**src/rtl/uart_transmitter_if.sv**
```systemverilog
// Host-side bus of the UART transmitter: write strobe, data, rate and status.
interface uart_transmitter_if;
  logic [2:0] baud_select;
  logic       Tx_EN;
  logic       Tx_WR;
  logic [7:0] Tx_DATA;
  logic       TxD;
  logic       Tx_BUSY;
  logic       Tx_DONE;

  modport master (
    output baud_select, Tx_EN, Tx_WR, Tx_DATA,
    input  TxD, Tx_BUSY, Tx_DONE
  );

  modport slave (
    input  baud_select, Tx_EN, Tx_WR, Tx_DATA,
    output TxD, Tx_BUSY, Tx_DONE
  );
endinterface

```
**src/rtl/uart_transmitter.sv**
```systemverilog
// 8-bit UART transmitter, start/8 data/stop; even parity bit added when
// UART_TX_PARITY_EN is defined. Rate and byte are latched on accept.
module uart_transmitter #(
  parameter int SAMPLES_PER_BIT = 16
) (
  input  logic               clk,
  input  logic               reset,
  uart_transmitter_if.slave  bus
);

  localparam int CW = (SAMPLES_PER_BIT > 1) ? $clog2(SAMPLES_PER_BIT) : 1;

  typedef enum logic [2:0] {
    IDLE,
    START,
    DATA,
`ifdef UART_TX_PARITY_EN
    PARITY,
`endif
    STOP
  } state_t;

  state_t      r_state;
  state_t      w_state_nxt;
  logic [2:0]  r_bit;
  logic [2:0]  w_bit_nxt;
  logic [7:0]  r_data;
  logic        r_par;
  logic [2:0]  r_baud;
  logic [13:0] r_div;
  logic [CW-1:0] r_cnt;
  logic        r_txd;
  logic        r_done;
  logic        w_txd_nxt;
  logic        w_done;
  logic        w_accept;
  logic        w_tick;
  logic        w_bit_end;

  // Divider terminal count (N-1) per rate code
  function automatic logic [13:0] div_max(input logic [2:0] code);
    unique case (code)
      3'd0: div_max = 14'd10416;
      3'd1: div_max = 14'd2603;
      3'd2: div_max = 14'd650;
      3'd3: div_max = 14'd325;
      3'd4: div_max = 14'd162;
      3'd5: div_max = 14'd80;
      3'd6: div_max = 14'd53;
      3'd7: div_max = 14'd26;
    endcase
  endfunction

  assign w_accept  = (r_state == IDLE) && bus.Tx_WR && bus.Tx_EN;
  assign w_tick    = (r_div == div_max(r_baud));
  assign w_bit_end = w_tick &&
                     (r_cnt == CW'(SAMPLES_PER_BIT - 1));

  always_comb begin
    w_state_nxt = r_state;
    w_bit_nxt   = r_bit;
    w_done      = 1'b0;
    unique case (r_state)
      IDLE: begin
        if (w_accept) begin
          w_state_nxt = START;
          w_bit_nxt   = 3'd0;
        end
      end
      START: begin
        if (w_bit_end) begin
          w_state_nxt = DATA;
          w_bit_nxt   = 3'd0;
        end
      end
      DATA: begin
        if (w_bit_end) begin
          if (r_bit == 3'd7) begin
`ifdef UART_TX_PARITY_EN
            w_state_nxt = PARITY;
`else
            w_state_nxt = STOP;
`endif
          end else begin
            w_bit_nxt = r_bit + 3'd1;
          end
        end
      end
`ifdef UART_TX_PARITY_EN
      PARITY: begin
        if (w_bit_end) w_state_nxt = STOP;
      end
`endif
      STOP: begin
        if (w_bit_end) begin
          w_state_nxt = IDLE;
          w_done      = 1'b1;
        end
      end
      default: w_state_nxt = IDLE;
    endcase
    // Losing enable abandons the frame silently
    if (r_state != IDLE && !bus.Tx_EN) begin
      w_state_nxt = IDLE;
      w_bit_nxt   = 3'd0;
      w_done      = 1'b0;
    end
  end

  always_comb begin
    w_txd_nxt = 1'b1;
    unique case (w_state_nxt)
      START:   w_txd_nxt = 1'b0;
      DATA:    w_txd_nxt = r_data[w_bit_nxt];
`ifdef UART_TX_PARITY_EN
      PARITY:  w_txd_nxt = r_par;
`endif
      default: w_txd_nxt = 1'b1;
    endcase
  end

  always_ff @(posedge clk or posedge reset) begin
    if (reset) begin
      r_state <= IDLE;
      r_bit   <= 3'd0;
      r_data  <= 8'h00;
      r_par   <= 1'b0;
      r_baud  <= 3'd0;
      r_div   <= 14'd0;
      r_cnt   <= '0;
      r_txd   <= 1'b1;
      r_done  <= 1'b0;
    end else begin
      r_state <= w_state_nxt;
      r_bit   <= w_bit_nxt;
      r_txd   <= w_txd_nxt;
      r_done  <= w_done;
      if (w_accept) begin
        r_data <= bus.Tx_DATA;
        r_par  <= ^bus.Tx_DATA;
        r_baud <= bus.baud_select;
      end
      // Timebase restarts on accept so every bit is a full period
      if (w_accept || r_state == IDLE) begin
        r_div <= 14'd0;
        r_cnt <= '0;
      end else if (w_tick) begin
        r_div <= 14'd0;
        r_cnt <= w_bit_end ? '0 : r_cnt + CW'(1);
      end else begin
        r_div <= r_div + 14'd1;
      end
    end
  end

  assign bus.TxD     = r_txd;
  assign bus.Tx_BUSY = (r_state != IDLE);
  assign bus.Tx_DONE = r_done;

endmodule
```
**src/flat_wrapper.sv**
```systemverilog
// flat-port wrapper written by rule: the top's interface ports become plain ports
module uart_transmitter_flat 
#(
  parameter int SAMPLES_PER_BIT = 16
)
  (clk, reset, bus_baud_select, bus_Tx_EN, bus_Tx_WR, bus_Tx_DATA, bus_TxD, bus_Tx_BUSY, bus_Tx_DONE);
  uart_transmitter_if bus_i ();
  input  logic clk;
  input  logic reset;
  input wire logic [$bits(bus_i.baud_select)-1:0] bus_baud_select;
  input wire logic [$bits(bus_i.Tx_EN)-1:0] bus_Tx_EN;
  input wire logic [$bits(bus_i.Tx_WR)-1:0] bus_Tx_WR;
  input wire logic [$bits(bus_i.Tx_DATA)-1:0] bus_Tx_DATA;
  output wire logic [$bits(bus_i.TxD)-1:0] bus_TxD;
  output wire logic [$bits(bus_i.Tx_BUSY)-1:0] bus_Tx_BUSY;
  output wire logic [$bits(bus_i.Tx_DONE)-1:0] bus_Tx_DONE;
  assign bus_i.baud_select = bus_baud_select;
  assign bus_i.Tx_EN = bus_Tx_EN;
  assign bus_i.Tx_WR = bus_Tx_WR;
  assign bus_i.Tx_DATA = bus_Tx_DATA;
  assign bus_TxD = bus_i.TxD;
  assign bus_Tx_BUSY = bus_i.Tx_BUSY;
  assign bus_Tx_DONE = bus_i.Tx_DONE;
  uart_transmitter #(.SAMPLES_PER_BIT(SAMPLES_PER_BIT)) u_core (.clk(clk), .reset(reset), .bus(bus_i));
endmodule
```
**config.mk**
```make
export PLATFORM = sky130hd
export DESIGN_NAME = uart_transmitter_flat
export DESIGN_NICKNAME = d
export VERILOG_FILES = /design/src/rtl/uart_transmitter_if.sv /design/src/rtl/uart_transmitter.sv /design/src/flat_wrapper.sv
export SDC_FILE = /design/constraint.sdc
export NUM_CORES = 1
export LEC_CHECK = 0
export ABC_AREA = 1
export BUFFER_PORTS_ARGS = -buffer_cell sky130_fd_sc_hd__buf_2
export CAP_MARGIN = 20
export CORE_MARGIN = 2
export CORE_UTILIZATION = 54
export DETAILED_ROUTE_END_ITERATION = 16
export PLACE_DENSITY_LB_ADDON = 0.3
export SYNTH_ARGS = -nofsm -noshare
export SYNTH_HDL_FRONTEND = slang
export SYNTH_SLANG_ARGS = --single-unit
```
**constraint.sdc**
```tcl
create_clock -name clk -period 2.3 [get_ports clk]
set_input_delay 0 -clock clk [delete_from_list [all_inputs] [get_ports clk]]
set_output_delay 0 -clock clk [all_outputs]
set_load 0.005 [all_outputs]
```
Word level (Yosys, flattened, before mapping)
Memory sizes are Yosys's and may differ from the RTL's.
Index checks and enable logic that the tools add are counted.
{ "totals": {"ff_bits": 37, "rom_bits": 96, "input_bits": 15, "output_inout_bits": 3, "mem_count": 1} }
{ "classes": {"add_sub_neg": 3, "magnitude_cmp": 1, "n_eq_ne": 8, "mux": 24, "reduce_logical": 9} }
{ "memory_table": {"columns": ["name", "depth", "width", "read_ports", "rd_clocked_by_memory_dff", "wr", "line", "text"], "rows": [
  ["(name not given)", 8, 12, 1, 0, 0, "uart_transmitter.sv:42", "unique case (code)"]
]} }
{ "ops": {"columns": ["cell", "n"], "rows": [
  ["$mux W3", 11],
  ["$mux W14", 2],
  ["$add A14 B1 Y14 const B", 1],
  ["$eq A14 B14 Y1", 1],
  ["$mux W4", 3],
  ["$pmux W3 S4", 1],
  ["$eq A3 B2 Y1 const B", 3],
  ["$pmux W3 S3", 1],
  ["$eq A3 B1 Y1 const B", 2],
  ["$add A4 B1 Y4 const B", 1],
  ["$eq A4 B4 Y1 const B", 1],
  ["$logic_and A1 B1 Y1", 4],
  ["$lt A3 B4 Y1 const B", 1],
  ["$mux W1", 4],
  ["$add A3 B1 Y3 const B", 1],
  ["$bmux W1 S3", 1],
  ["$eq A3 B3 Y1 const B", 1],
  ["$logic_not A3 Y1", 1],
  ["$reduce_bool A3 Y1", 1],
  ["$pmux W1 S2", 1],
  ["$reduce_bool A2 Y1", 1],
  ["$logic_not A1 Y1", 1],
  ["$logic_or A1 B1 Y1", 1]
]} }

Logic depth before layout (Yosys ltp)
Gate-level depths: netlist of run 1.
{ "depth": {"depth_word": 9, "ltp_mapped": 22, "depth_no_buf": 22} }

Least setup slack after synthesis of run 1
OpenSTA, ideal clock, no wires.
{ "synth_path": {"path_kind": "reg-to-reg", "start": "reg u_core.r_baud[1]", "end": "reg u_core.r_txd (netlist: u_core.bus.TxD)", "setup_ps": 78, "arrival_time_ps": 2220, "slack_ps": 3, "stages_incl_launch_ff": 22, "synth_period_minus_slack_ps": 2297, "path_cell_list": "dfrtp_1 > inv_1 > ha_1 > inv_1 > nor2_1 > nor2_1 > nor2_1 > nand3_1 > nor2_2 > nand3_2 > nand2_2 > nand2_1 > nand2_1 > nand2_2 > nand2_4 > nand2_1 > nand3_1 > nand2_1 > nand2_1 > nand2_1 > nand2_1 > nand2_1"} }
{ "synth_via": {"elab_chain_len": 9, "elab_cells_between_ends": 17, "cone_classes": "3 x eq/ne; 12 x mux; 1 x reduce/logical; 1 x memory"} }
{ "synth_lines": {"columns": ["item", "line", "text"], "rows": [
  ["start, declared", "uart_transmitter.sv:29", "logic [2:0] r_baud;"],
  ["start signal, assigned", "uart_transmitter.sv:141", "r_baud <= bus.baud_select;"],
  ["$mem_v2 Z8 W12 (*)", null, null],
  ["$eq A14 B14 Y1 (*)", "uart_transmitter.sv:55", "assign w_tick = (r_div == div_max(r_baud));"],
  ["$logic_and A1 B1 Y1 (*)", "uart_transmitter.sv:56", "assign w_bit_end = w_tick &&"],
  ["$mux W3 (on tied branches)", "uart_transmitter.sv:77, uart_transmitter.sv:71", null],
  ["$pmux W3 S3", "uart_transmitter.sv:63", "unique case (r_state)"],
  ["$mux W3", "uart_transmitter.sv:103", "if (r_state != IDLE && !bus.Tx_EN) begin"],
  ["$bmux W1 S3", "uart_transmitter.sv:114", "DATA: w_txd_nxt = r_data[w_bit_nxt];"],
  ["$mux W1 (not written as such)", "uart_transmitter.sv:114", null],
  ["$pmux W1 S2 (*)", "uart_transmitter.sv:112", "unique case (w_state_nxt)"],
  ["named net u_core.w_txd_nxt", "uart_transmitter.sv:34", "logic w_txd_nxt;"],
  ["end signal, assigned", "uart_transmitter.sv:136", "r_txd <= w_txd_nxt;"],
  ["end, declared", "uart_transmitter.sv:32", "logic r_txd;"]
]} }
The timed path passes the listed nets; every way through them passes the cells marked *. The select of a mux whose other input is x is not followed.
A chain may end at the register's enable or synchronous reset.

Final worst setup path of run 1
{ "layout_path": {"start": "reg u_core.r_baud[0]", "end": "reg u_core.r_txd (netlist: u_core.bus.TxD)"} }
Same word-level chain as after synthesis.

==> flow_summary.json, run 1 <==
{
  "area_growth_pct": 29.9,
  "synthArstFlopShare": 1.00,
  "setup_viol": 1,
  "status": "complete, but fails checks",
  "synthTopCellsByArea": "dfrtp_1, nand2_1, inv_1",
  "hold_viol": 0,
  "cp-end-kind": "flop",
  "chipWidth_um": 71.3,
  "dp_hpwl_mm": 4.26,
  "timing.hold.ws_ns": 0.160,
  "num-nets-final": 443,
  "grt_pass1_vias": 2377,
  "drt_iter0_drc": 167,
  "utilization": 0.730,
  "violations": "negative setup slack",
  "p_leak_nw": 1.61,
  "clk_pin_slew_ns": 0.08,
  "max_cap_violations": 0,
  "crit_required_ns": 2.54,
  "period_needed_ns": 2.36,
  "synthesis.area_sq_mm": 0.00245,
  "cts_sinks": 37,
  "synthFlopType": "dfrtp_1",
  "drt-total-wl_mm": 6.31,
  "die_h_um": 71.3,
  "synth_enable_flop_cells": 0,
  "clk_path_buf_depth": 2,
  "ys_types": 33,
  "fin_skew_ns": 0.0109,
  "ant_nets": 0,
  "setup_slack_ns": -0.0635,
  "grt_max_degree": 24,
  "grt_usage": 0.264,
  "antenna_found_initial": 0,
  "yosys_warnings": 0,
  "final_cell_area_sq_mm": 0.00318,
  "die_area_sq_mm": 0.00508,
  "slew_violations": 0,
  "drcViolationCount": 0,
  "rsz0062_at_grt": "yes",
  "grt_overflow": 0,
  "h-tree-depth": 2,
  "antenna-diode-count": 0,
  "clock_latency_ns": 0.31,
  "peakVddDrop_mv": 0.532,
  "initial_utilization": 0.562,
  "fin_crit_sh": 1.03,
  "cts_inserted_buffers": 5,
  "cp.arrival_ns": 2.60,
  "synth_top_area_cell": "dfrtp_1",
  "synth.yosys.seq_area_share": 0.379,
  "io_pins": 18,
  "port_buffers": 17,
  "worst_pin_slew_ns": 0.914,
  "rows": 24,
  "vias_per_cell": 5.31,
  "cp_max_fo": 5,
  "relSlewSlack": 0.390,
  "core_sq_mm": 0.00435,
  "synth_cells": 360,
  "fmax_mhz": 423,
  "gp_congestion": 0.939,
  "num_vias": 2511,
  "synth_top_area_share": 0.368,
  "start_kind": "flop",
  "p_per_area_mw_per_mm2": 649,
  "synth_seq_cells": 37,
  "firstDrtPassIters": 5,
  "root_buffer": "clkbuf_8",
  "worst-setup-path-type": "reg2reg",
  "grt_pass1_wl_mm": 10.6,
  "avgSynthCellArea_sq_um": 6.79,
  "drive_above_1_share": 0.254,
  "synth.net_count": 383,
  "dpl_cell_area_sq_mm": 0.00272,
  "wl_per_cell_um": 13.3,
  "hold_path_class": "in2reg",
  "cts_tree": "built"
}
[sequential cells by signal, indices dropped and copies added (netlist names)]
register,flops
u_core.r_state,3
u_core.bus.TxD,1
u_core.bus.Tx_DONE,1
u_core.r_data,8
u_core.r_bit,3
u_core.r_cnt,4
u_core.r_baud,3
u_core.r_div,14
[worst max-delay path, cell delays in order, from the launching register on]
cell	delay, ns
dfrtp_1	0.41
inv_2	0.11
ha_4	0.23
nand2_4	0.08
buf_4	0.11
nor2_1	0.05
nor2_1	0.11
nand3_1	0.10
nor2_2	0.17
buf_4	0.14
nand4_1	0.11
nand3_2	0.13
nand2_4	0.08
nand2_4	0.10
nand2_1	0.06
nand3_1	0.07
nand2_1	0.06
nand2_1	0.05
nand2_1	0.05
nand2_1	0.05
nand2_1	0.04
[per-stage QoR]
stage	setup TNS [ns]	power, mW	worst slack, ns	cells
after floorplan	0	1.23	0.00275	360
after global placement	-0.0475	1.39	-0.0475	444
after detailed placement	-0.153	1.40	-0.153	444
after CTS	0	2.00	0.00313	472
after global routing	-0.247	2.18	-0.247	473
final	-0.0635	2.06	-0.0635	473
[worst paths after layout]
path | cells past startpoint | end | from | slack (ns)
min in group asynchronous | 3 | u_core.r_div[11] | reset | 0.43
min | 5 | u_core.r_state[0] | bus_Tx_WR | 0.16
max in group asynchronous | 4 | u_core.r_div[0] | reset | 1.20
max reg2reg | 20 | u_core.bus.TxD | u_core.r_baud[0] | -0.06
min reg2reg | 1 | u_core.r_div[2] | u_core.r_div[2] | 0.52
max | 20 | u_core.bus.TxD | u_core.r_baud[0] | -0.06
[placed cells by master, fill, tap and decap left out, drive strengths merged, types with 6 or more instances in the layout]
| master | instances |
|---|---|
| dfrtp | 36 |
| nor3 | 8 |
| inv | 62 |
| ha | 8 |
| xor2 | 6 |
| dlygate4sd3 | 13 |
| o21ai | 22 |
| nand2 | 108 |
| nor2 | 36 |
| nand3 | 45 |
| buf | 45 |
| a21oi | 7 |
[cells by family (layout without fill, tap and decap cells)]
logic type      after synthesis  count (layout)  synth area share
other cells                   1               1           0.00153
compound gates               35              35            0.0772
buf+inv                      67             128             0.107
simple gates                205             205             0.368
mux                           1               1           0.00409
fa+ha+maj                     8               8            0.0409
xor+xnor                      6               6            0.0215
flops                        37              37             0.379
[synth_stat cells (all sizes together) (2+ instances only)]
library cell	instances
nor4	2
o21ai	22
clkbuf	3
nand2	108
inv	62
nor3	8
a21oi	7
ha	8
buf	2
nor2	36
dfrtp	36
nand4	4
xor2	6
nand3	45
[what timing repair did]
action | in CTS | in global routing
setup buffers | 7 | 1
hold buffers | 13 | 0
setup endpoints to repair | 1 | 7
pin swaps | 23 | 16
hold endpoints to repair | 32 | 0
gates resized for setup | 34 | 19
[area by class of cell]
cell class	count	area [sq um]
Clock buffer	5	68.8
Clock inverter	3	22.5
Fill cell	316	1180
Inverter	62	238
Multi-Input combinational cell	256	1420
Sequential cell	37	928
Tap cell	52	65.1
Timing Repair Buffer	58	437
[power breakdown]
| group | internal (mW) | switching, mW |
|---|---|---|
| clock | 0.213 | 0.262 |
| combinational | 0.316 | 0.512 |
| sequential | 0.715 | 0.0454 |
[layer usage]
| layer | part of all wire | global-route usage | vias to the layer above |
|---|---|---|---|
| li1 | - | - | 1253 |
| met1 | 0.46 | 0.363 | 1159 |
| met2 | 0.47 | 0.422 | 89 |
| met3 | 0.060 | 0.0506 | 10 |
| met4 | 0.014 | 0.0839 | 0 |
| met5 | 0 | 0 | - |
No activity file was read; power rests on OpenSTA's default activity.
==> run 2: changes to the inputs <==
Settings changed: CORE_ASPECT_RATIO set to 0.6, CTS_CLUSTER_SIZE set to 24.
==> run 2 against run 1 <==
Net effect:
- the flow still finishes with violations (negative setup slack)
- die area increased by 0.35%
- routed wire length increased by 13%
- sequential power is essentially flat
- cell area grew 3.3%
- largest power group unchanged
- total power rose by 3.3%
- non-clock buffer count grew 5
- sequential share of layout area is 0.95 points lower
- final cell count increased by 2.7%
- global-route usage is 2.6 points higher
==> flow_summary.json, run 2 (synthesized netlist as in run 1, its figures left out) <==
{
  "status": "complete, but fails checks",
  "violations": "negative setup slack",
  "path_common_cell": "nand2_1",
  "antenna_found_initial": 0,
  "period_needed_ns": 2.38,
  "port_buffers": 17,
  "final_cells": 486,
  "gp_congestion": 1.02,
  "die_h_um": 56.1,
  "root_buffer": "clkbuf_8",
  "crit_required_ns": 2.55,
  "drt-met1-wl_mm": 3.36,
  "dpl_cell_area_sq_mm": 0.00274,
  "fin_crit_sh": 1.04,
  "cp_max_fo": 5,
  "drcViolationCount": 0,
  "ant_nets": 0,
  "fin_skew_ns": 0.00512,
  "drt-total-wl_mm": 7.11,
  "regMostFlops": "u_core.r_div",
  "die_area_sq_mm": 0.00510,
  "met3_length_um": 632,
  "area_growth_pct": 34.3,
  "initial_utilization": 0.578,
  "peakVddDrop_mv": 0.400,
  "io_pins": 18,
  "cts_inserted_buffers": 5,
  "cp_cell_sequence": "inv_2 > ha_4 > inv_2 > nand2_1 > nand3_1 > nand2_1 > nand2_1 > inv_2 > nand2_2 > nor2_4 > nand3_2 > nand2_1 > nand3_2 > nand2_4 > nand2_4 > nand2_2 > nand3_1 > nand2_1 > nand2_1 > nand2_1 > nand2_1 > nand2_1",
  "drt_iter0_drc": 198,
  "chipWidth_um": 90.9,
  "cts_tree": "built",
  "clk_pin_slew_ns": 0.08,
  "core_sq_mm": 0.00423,
  "largest_reg_flops": 14,
  "fmax_mhz": 420,
  "pre_cts_ws_ns": -0.148,
  "worst-setup-path-type": "reg2reg",
  "grt_max_degree": 38,
  "rows": 18,
  "timing.hold.ws_ns": 0.169,
  "grt_overflow": 0,
  "num_vias": 2609,
  "rsz0062_at_grt": "yes",
  "dp_hpwl_mm": 4.61,
  "max_cap_violations": 0,
  "wl_per_cell_um": 14.6,
  "cts_sinks": 37,
  "reg.largest.list": "u_core.r_div x14, u_core.r_data x8, u_core.r_cnt x4",
  "dr_wl_met2_mm": 2.93,
  "setup_slack_ns": -0.0811,
  "grt_usage": 0.290,
  "cp-end-kind": "flop",
  "power_mw": 2.13,
  "cp.arrival_ns": 2.63,
  "hold_viol": 0,
  "topRoutingLayerUsed": "met4",
  "fillers": 322,
  "start_kind": "flop",
  "clock_latency_ns": 0.30,
  "p_leak_nw": 1.68,
  "grt_pass1_vias": 2443,
  "hold_path_class": "in2reg",
  "clk_path_buf_depth": 2,
  "grt_pass1_wl_mm": 11.7,
  "num-nets-final": 448,
  "h-tree-depth": 2,
  "setup_viol": 2,
  "drive_above_1_share": 0.284,
  "slew_violations": 0,
  "antenna-diode-count": 0,
  "final_cell_mix": "nand2_1, inv_1, nand3_1",
  "slowest_delay_ns": 0.38,
  "placed_cells": 454,
  "vias_per_cell": 5.37,
  "cp_slowest_cell": "dfrtp_1",
  "mostFrequentLayoutCell": "nand2_1",
  "final_cell_area_sq_mm": 0.00328,
  "firstDrtPassIters": 5,
  "p_per_area_mw_per_mm2": 649
}
-- run 2: power breakdown --
group	switching (mW)	internal [mW]	total, mW
Combinational	0.544	0.345	0.888
Sequential	0.0449	0.715	0.760
Clock	0.267	0.215	0.482
-- run 2: metal layers --
layer	vias to the layer above	track usage
li1	1266	-
met1	1189	0.431
met2	133	0.429
met3	21	0.0569
met4	0	0.0866
met5	-	0
-- run 2: worst max-delay path, delay by kind of cell (launching register included) --
kind,cells,cell delay (ns)
fa+ha+maj,1,0.30
buf+inv,3,0.20
flops,1,0.38
simple gates,18,1.45
-- run 2: final timing paths --
check / startpoint / to / slack (ns) / cells after the start
setup / recovery: u_core.r_baud[1] / u_core.bus.TxD / -0.08 / 22
hold / removal: bus_Tx_WR / u_core.bus.TxD / 0.17 / 6
setup reg to reg: u_core.r_baud[1] / u_core.bus.TxD / -0.08 / 22
hold reg to reg: u_core.r_div[0] / u_core.r_div[0] / 0.51 / 1
max in group asynchronous: reset / u_core.r_div[0] / 1.57 / 4
min in group asynchronous: reset / u_core.r_data[5] / 0.36 / 4
-- run 2: cell type report --
class	count	area, sq um	area share
clock buffer	5	68.8	0.0210
clock inverter	3	21.3	0.00648
inverter	62	238	0.0724
multi-input combinational	256	1450	0.440
sequential	37	928	0.283
tap	60	75.1	0.0229
timing repair buffer	63	508	0.155
-- run 2: timing repair --
action / CTS / global route
pin swaps: 15 / 12
gates cloned: 0 / 1
setup endpoints to repair: 2 / 22
hold buffers: 13 / 0
hold endpoints to repair: 48 / 0
gates resized for setup: 35 / 32
buffers inserted: 7 / 3
-- run 2: stage by stage --
step / setup TNS [ns] / utilization
floorplan: 0 / -
global placement: -0.0527 / 0.647
detailed placement: -0.148 / 0.647
CTS: -0.0269 / 0.739
global route: -0.916 / 0.776
finish: -0.0931 / 0.776
==> run 3: changes to the inputs <==
Settings changed: BUFFER_PORTS_ARGS -buffer_cell sky130_fd_sc_hd__buf_2 to unset, CORE_UTILIZATION 54 to 60, CTS_BUF_LIST set to sky130_fd_sc_hd__clkbuf_4 sky130_fd_sc_hd__clkbuf_8, DONT_BUFFER_PORTS set to 1.
==> run 3 against run 2 <==
Net effect:
- the flow still finishes with violations (negative setup slack)
- via count grew 4.5%
- worst hold slack worse by 0.14 ns
- total power grew 3.0%
- global-route usage rose by 3.5 points
- worst setup slack got worse by 0.11 ns
- fmax fell by 4.6%
- critical path depth down 2
- first-iteration DRC count up 100%
- register-to-register slack worse by 0.11 ns
- clock skew is 0.0028 ns higher
- largest cell class unchanged
- highest routed layer unchanged
==> flow_summary.json, run 3 (synthesized netlist as in run 1, its figures left out) <==
{
  "cp-end-kind": "flop",
  "gp_congestion": 1.07,
  "slew_violations": 0,
  "final_cell_mix": "nand2_1, inv_1, dfrtp_1",
  "port_buffers": 0,
  "regMostFlops": "u_core.r_div",
  "violations": "negative setup slack",
  "clk_path_buf_depth": 2,
  "max_cap_violations": 0,
  "timing.hold.ws_ns": 0.0340,
  "firstDrtPassIters": 6,
  "p_leak_nw": 1.59,
  "core_sq_mm": 0.00379,
  "setup_tns_ns": -0.231,
  "fin_crit_sh": 1.08,
  "utilization": 0.849,
  "period_needed_ns": 2.50,
  "rr_endpoint": "u_core.bus.TxD",
  "num_vias": 2726,
  "power_mw": 2.19,
  "io_pins": 18,
  "mostFrequentLayoutCell": "nand2_1",
  "hold_end": "u_core.r_state[0]",
  "die_h_um": 53.5,
  "wl_per_cell_um": 17.5,
  "grt_usage": 0.325,
  "peakVddDrop_mv": 0.443,
  "cts_sinks": 37,
  "die_area_sq_mm": 0.00462,
  "crit_required_ns": 2.54,
  "grt_pass1_vias": 2301,
  "vias_per_cell": 5.99,
  "drive_above_1_share": 0.279,
  "cp_max_fo": 3,
  "cts_tree": "built",
  "cts_inserted_buffers": 5,
  "clock_latency_ns": 0.31,
  "h-tree-depth": 2,
  "dp_hpwl_mm": 4.67,
  "cp.arrival_ns": 2.74,
  "holdPathStages": 4,
  "fmax_mhz": 401,
  "drcViolationCount": 0,
  "placed_cells": 423,
  "min-delay-start": "bus_Tx_EN",
  "grt_overflow": 0,
  "num-nets-final": 430,
  "drt_iter0_drc": 397,
  "initial_utilization": 0.646,
  "reg2reg_from": "u_core.r_baud[1]",
  "chipWidth_um": 86.4,
  "hold_path_class": "in2reg",
  "grt_pass1_wl_mm": 11.1,
  "hold_viol": 0,
  "root_buffer": "clkbuf_8",
  "grt_max_degree": 29,
  "rsz0062_at_grt": "yes",
  "rows": 17,
  "r2r_slack_ns": -0.20,
  "area_growth_pct": 31.4,
  "setup_slack_ns": -0.195,
  "largest_reg_flops": 14,
  "reg.largest.list": "u_core.r_div x14, u_core.r_data x8, u_core.r_cnt x4",
  "final_cells": 455,
  "clk_pin_slew_ns": 0.09,
  "p_per_area_mw_per_mm2": 683,
  "start_kind": "flop",
  "ant_nets": 0,
  "antenna-diode-count": 0,
  "antenna_found_initial": 0,
  "worst-setup-path-type": "reg2reg",
  "drt-total-wl_mm": 7.95,
  "setup_viol": 3,
  "status": "complete, but fails checks",
  "ff2ff_path_depth": 20,
  "fin_skew_ns": 0.00794
}
[run 3: worst max-delay path by stage]
stage                           from        endpoint  slack (ns)  depth (start not counted)
floorplan           u_core.r_baud[1]  u_core.bus.TxD       0.003                         21
global placement    u_core.r_baud[0]  u_core.bus.TxD       -0.06                         21
detailed placement  u_core.r_baud[0]  u_core.bus.TxD       -0.12                         22
CTS                 u_core.r_baud[0]  u_core.bus.TxD       0.001                         23
global route        u_core.r_baud[0]  u_core.bus.TxD       -0.31                         22
finish              u_core.r_baud[1]  u_core.bus.TxD       -0.20                         20
[run 3: final cells by class]
class | count | area (sq um)
clock buffer | 5 | 68.8
clock inverter | 3 | 21.3
fill | 204 | 572
inverter | 62 | 240
multi-input combinational | 256 | 1490
sequential | 37 | 930
tap | 47 | 58.8
timing repair buffer | 45 | 405
[run 3: critical path, cell delays in order, from the launching register on]
cell     delay, ns
dfrtp_1       0.38
inv_2         0.07
ha_4          0.31
inv_4         0.06
nor2_4        0.09
nor2_2        0.06
nor2_1        0.15
nand3_1       0.10
nor2_1        0.20
buf_4         0.15
nand4_1       0.11
nand3_1       0.12
nand2_1       0.08
nand2_2       0.12
inv_2         0.07
nand3_2       0.08
nand2_1       0.08
nand2_1       0.06
nand2_1       0.05
nand2_1       0.05
nand2_1       0.05
[run 3: per-layer routing]
| metal | track usage | share of wire |
|---|---|---|
| met1 | 0.488 | 0.42 |
| met4 | 0.0625 | 0.031 |
| met3 | 0.0624 | 0.11 |
| met5 | 0 | 0 |
| met2 | 0.487 | 0.43 |
[run 3: metrics by stage]
step / instance area (sq um) / setup slack, ns
after floorplan: 2450 / 0.00275
after global placement: 2630 / -0.0558
after detailed placement: 2630 / -0.116
after CTS: 3000 / 0.00148
after global routing: 3210 / -0.307
final: 3210 / -0.195
[run 3: repair_timing]
action                                 in CTS  in global routing
setup endpoints to repair                   1                 15
buffers inserted                            6                  5
hold buffers                               13                  0
resized for setup                          28                 50
pin swaps                                  15                 30
endpoints found under the hold margin      41                  0
[run 3: report_power, final]
group	internal, mW	switching [mW]	total (mW)
Sequential	0.716	0.0439	0.760
Combinational	0.359	0.592	0.951
Clock	0.215	0.269	0.484
Total	1.29	0.904	2.19
